`config.mk`:
```
export PLATFORM = sky130hd
export DESIGN_NAME = serial_subtractor
export DESIGN_NICKNAME = d
export VERILOG_FILES = /design/src/rtl/serial_subtractor.sv
export SDC_FILE = /design/constraint.sdc
export NUM_CORES = 1
export LEC_CHECK = 0
export BUFFER_PORTS_ARGS = -buffer_cell sky130_fd_sc_hd__buf_2
export CORE_MARGIN = 10
export CORE_UTILIZATION = 47
export DETAILED_ROUTE_END_ITERATION = 8
export GPL_ROUTABILITY_DRIVEN = 0
export MAX_ROUTING_LAYER = met4
export PLACE_DENSITY = 0.77
export SYNTH_ARGS = -nofsm -noshare
export SYNTH_HDL_FRONTEND = slang
export SYNTH_SLANG_ARGS = --single-unit
```
`constraint.sdc`:
```
create_clock -name clk -period 2.8 [get_ports clk]
set_clock_uncertainty 0.05 [all_clocks]
set_input_delay 0.14 -clock clk [delete_from_list [all_inputs] [get_ports clk]]
set_output_delay 0.14 -clock clk [all_outputs]
set_load 0.1 [all_outputs]
```
`src/rtl/serial_subtractor.sv`:
```
// serial_subtractor: bit-serial a - b - borrow_in, LSB first, one bit per clock.
// Ports: clk, rst (sync, active high), start, a_in, b_in, borrow_in ->
//   busy, done (1-cycle pulse), diff, borrow_out, overflow.
module serial_subtractor #(
  parameter int WIDTH = 16
) (
  input  logic             clk,
  input  logic             rst,
  input  logic             start,
  input  logic [WIDTH-1:0] a_in,
  input  logic [WIDTH-1:0] b_in,
  input  logic             borrow_in,
  output logic             busy,
  output logic             done,
  output logic [WIDTH-1:0] diff,
  output logic             borrow_out,
  output logic             overflow
);

  localparam int CW = (WIDTH > 1) ? $clog2(WIDTH) : 1;

  typedef enum logic [1:0] {
    IDLE,
    SHIFT,
    DONE
  } state_e;

  state_e           state_q;
  logic [WIDTH-1:0] a_q;
  logic [WIDTH-1:0] b_q;
  logic [WIDTH-1:0] diff_q;
  logic             br_q;
  logic [CW-1:0]    cnt_q;
  logic             bo_q;
  logic             ov_q;

  logic             d_bit;
  logic             br_d;
  logic             last;

  always_comb begin
    d_bit = a_q[0] ^ b_q[0] ^ br_q;
    br_d  = (~a_q[0] & b_q[0])
          | (~a_q[0] & br_q)
          | (b_q[0] & br_q);
    last  = (cnt_q == CW'(WIDTH - 1));
  end

  always_ff @(posedge clk) begin
    if (rst) begin
      state_q <= IDLE;
      a_q     <= '0;
      b_q     <= '0;
      diff_q  <= '0;
      br_q    <= 1'b0;
      cnt_q   <= '0;
      bo_q    <= 1'b0;
      ov_q    <= 1'b0;
    end else begin
      unique case (state_q)
        IDLE, DONE: begin
          if (start) begin
            a_q     <= a_in;
            b_q     <= b_in;
            br_q    <= borrow_in;
            cnt_q   <= '0;
            state_q <= SHIFT;
          end else begin
            state_q <= IDLE;
          end
        end
        SHIFT: begin
          diff_q <= {d_bit, diff_q[WIDTH-1:1]};
          a_q    <= a_q >> 1;
          b_q    <= b_q >> 1;
          br_q   <= br_d;
          cnt_q  <= cnt_q + CW'(1);
          if (last) begin
            // On the final bit a_q[0]/b_q[0] are the operand MSBs
            // and d_bit is the result MSB.
            state_q <= DONE;
            bo_q    <= br_d;
            ov_q    <= (a_q[0] != b_q[0]) && (d_bit != a_q[0]);
          end
        end
        default: state_q <= IDLE;
      endcase
    end
  end

  assign busy       = (state_q == SHIFT);
  assign done       = (state_q == DONE);
  assign diff       = diff_q;
  assign borrow_out = bo_q;
  assign overflow   = ov_q;

endmodule

```
==> reports/qor.txt <==
outcome - finished, final reports clean
Least-Margin Pin Slew - 0.7754 ns
period utilization - 0.7645
n_diodes - 0
CP startpoint kind - flip-flop
Max clock buf depth - 2
leading area contributor after synthesis - dfxtp_1
Yosys cell types - 30
root buf cell - clkbuf_8
DRT antenna net count - 0
IO Port Bufs - 55
worst-path maximum fanout - 37
EDFF count, synth - 0
WL met3 - 241 microns
gr usage total - 0.1324
setup_tns - 0 ns
maximum vdd drop - 0.3323 mV
design area - 2803 sq um
Hold Crit Class - in2reg
Slew Limit Fails - 0
final-report hold violation count - 0
H-tree levels - 3
vias per inst - 5.336
post-route core utilization - 0.5895
Crit Path Class - reg2out
Leakage - 1.106 nW
CP Capture Type - primary output
residual DRC count - 0
vias in the first global route - 1946
Starting Density - 0.4855
total power - 1.958 mW
height of the chip - 90.08 microns
Vias - 2033
CTS clk-pin slew, worst paths - 0.07 ns
Slew Limit Headroom - 0.4807
1st-iter DRT viols - 169
top-count cell post-synth - dfxtp_1
Core Box Area - 4755 sq um
top layer in use - met4
CTS tree - done
Hold Path Cell Cnt - 3
met2 WL - 2547 microns
Reg2Reg Depth - 5
Critical Path AT - 1.95 ns
asr flop ratio synth - 0
drt total wl - 5422 microns
MaxCap Viol Count - 0
worst path required time - 2.61 ns
Final setup violation count - 0
Cell Area, Synth - 2308 sq um
Clock Sinks - 57
Yosys reg bits - 57
DPL Wire Length - 3485 microns
commonest cells in the netlist - dfxtp_1, a21oi_1, nand3_1, nand2_1, a22oi_1
pwr/cell area - 698.7 nW/um^2
die area - 8114 sq um
layout cell share with drive strength beyond 1 - 0.2643
Syn Area/Cell - 8.811 sq um
first-pass GRT wire length - 8970 microns
total grt overflow - 0
fin crit period - 2.141 ns
row count - 25
I/O pins - 56
Post-synth top flop - dfxtp_1
Highest Clock Rate - 467.1 MHz
post-synth top area share - 0.4943
Synth Net Count - 301
sequential area share after synthesis - 0.4943
Cells after Synth - 262
DP Area - 2564 sq um
CTS-repair resized insts - 0
Layout area overhead - 21.41%
DR pass1 iterations - 4
CTS Buf Count - 9
Die X - 90.08 microns
Routed WL per cell - 14.23 microns
worst skew pair latency - 0.32 ns
Nets - 348
RSZ-0062 raised after global routing - false
synthesis warning total - 0
largest net degree at the start of global routing - 42
initial antenna violation count - 0
fillcell total - 439
Synth area leaders - dfxtp_1, a21oi_1, a22oi_1
met1 WL - 2618 microns
-- where the power goes --
part           internal [mW]  switching, mW  leakage (nW)
Sequential             0.850         0.0230         0.465
Combinational         0.0742          0.141         0.526
Clock                  0.546          0.324         0.115
-- state kept, by name, indices dropped and copies added (netlist names) --
| name | cells |
|---|---|
| overflow | 1 |
| diff | 16 |
| state_q | 2 |
| cnt_q | 4 |
| borrow_out | 1 |
| a_q | 16 |
| b_q | 16 |
| br_q | 1 |
-- layer usage --
metal | track usage | vias up
met4 | 0.05570 | 0
met5 | - | -
met1 | 0.1599 | 946
met2 | 0.2040 | 54
met3 | 0.03574 | 2
li1 | - | 1031
-- cells in the final DEF (no fill, tap or decap) --
| cell | netlist | final |
|---|---|---|
| dfxtp_1 | 57 | 57 |
| buf_2 | 15 | 55 |
| a21oi_1 | 54 | 54 |
| nand3_1 | 35 | 35 |
| nand2_1 | 33 | 33 |
| a22oi_1 | 31 | 31 |
| clkbuf_8 | 2 | 11 |
| buf_4 | 1 | 5 |
| nor2_1 | 3 | 3 |
| inv_1 | 2 | 2 |
| nand2b_1 | 2 | 2 |
| o21ai_0 | 2 | 2 |
| ha_1 | 2 | 2 |
| clkinv_2 | 0 | 2 |
| bufinv_16 | 0 | 2 |
| nand2b_4 | 1 | 1 |
| inv_2 | 1 | 1 |
| nor2b_1 | 2 | 1 |
| nor2b_2 | 0 | 1 |
| mux2_4 | 1 | 1 |
| a211oi_2 | 1 | 1 |
| nand3_2 | 1 | 1 |
| nor3_1 | 1 | 1 |
| a211oi_1 | 1 | 1 |
| nor3b_1 | 1 | 1 |
| nand4_1 | 1 | 1 |
| mux2_1 | 1 | 1 |
| or3_1 | 1 | 1 |
| xor2_2 | 1 | 1 |
| or4_1 | 1 | 1 |
| fa_1 | 1 | 1 |
| clkinvlp_4 | 0 | 1 |
| dlygate4sd3_1 | 0 | 1 |
-- final timing paths --
check | start | to | slack [ns]
max | state_q[0]$_SDFFE_PP0P_ | busy | 0.66
min | b_in[15] | b_q[15]$_SDFFE_PP0P_ | 0.03
max reg2reg | a_q[0]$_SDFFE_PP0P_ | overflow$_SDFFE_PP0P_ | 0.95
min reg2reg | diff[0]$_SDFFE_PP0P_ | diff[0]$_SDFFE_PP0P_ | 0.41
-- repair_timing --
item | CTS | global route
hold buffers | 1 | 0
setup buffers | 0 | 0
hold endpoints to repair | 1 | 0
-- stage by stage --
step | worst slack (ns) | hold slack [ns] | std cells
after global routing | 0.5604 | 0.008643 | 381
after CTS | 0.6418 | 0.003700 | 381
after detailed placement | 0.9389 | 0.3466 | 364
after floorplan | 0.9284 | 0.2233 | 262
after global placement | 1.004 | 0.3352 | 364
final | 0.6593 | 0.02532 | 381
-- worst max-delay path, stage by stage (launching register included) --
cell and delay (ns):
dfxtp_1 0.42, nand2b_4 0.16, inv_2 0.49, buf_2 0.54
-- cell families (layout without fill, tap and decap cells) --
family,count (synthesis),after routing,share of synthesized area
AO/OA/AOI/OAI,89,89,0.2309
AND/OR/NAND/NOR,82,82,0.1696
flip-flops,57,57,0.4943
buffers and inverters,28,80,0.06721
adder cells (fa/ha/maj),3,3,0.01951
multiplexers,2,2,0.01138
XOR/XNOR,1,1,0.007048
-- cell type report --
| class | count | area [sq um] | area share |
|---|---|---|---|
| inverter | 3 | 11.26 | 0.004018 |
| sequential | 57 | 1141 | 0.4071 |
| multi-input combinational | 177 | 1015 | 0.3621 |
| timing repair buffer | 61 | 322.8 | 0.1152 |
| tap | 67 | 83.83 | 0.02991 |
| clock buffer | 11 | 151.4 | 0.05402 |
| clock inverter | 5 | 77.57 | 0.02768 |
(Power assumes the default switching activity.)
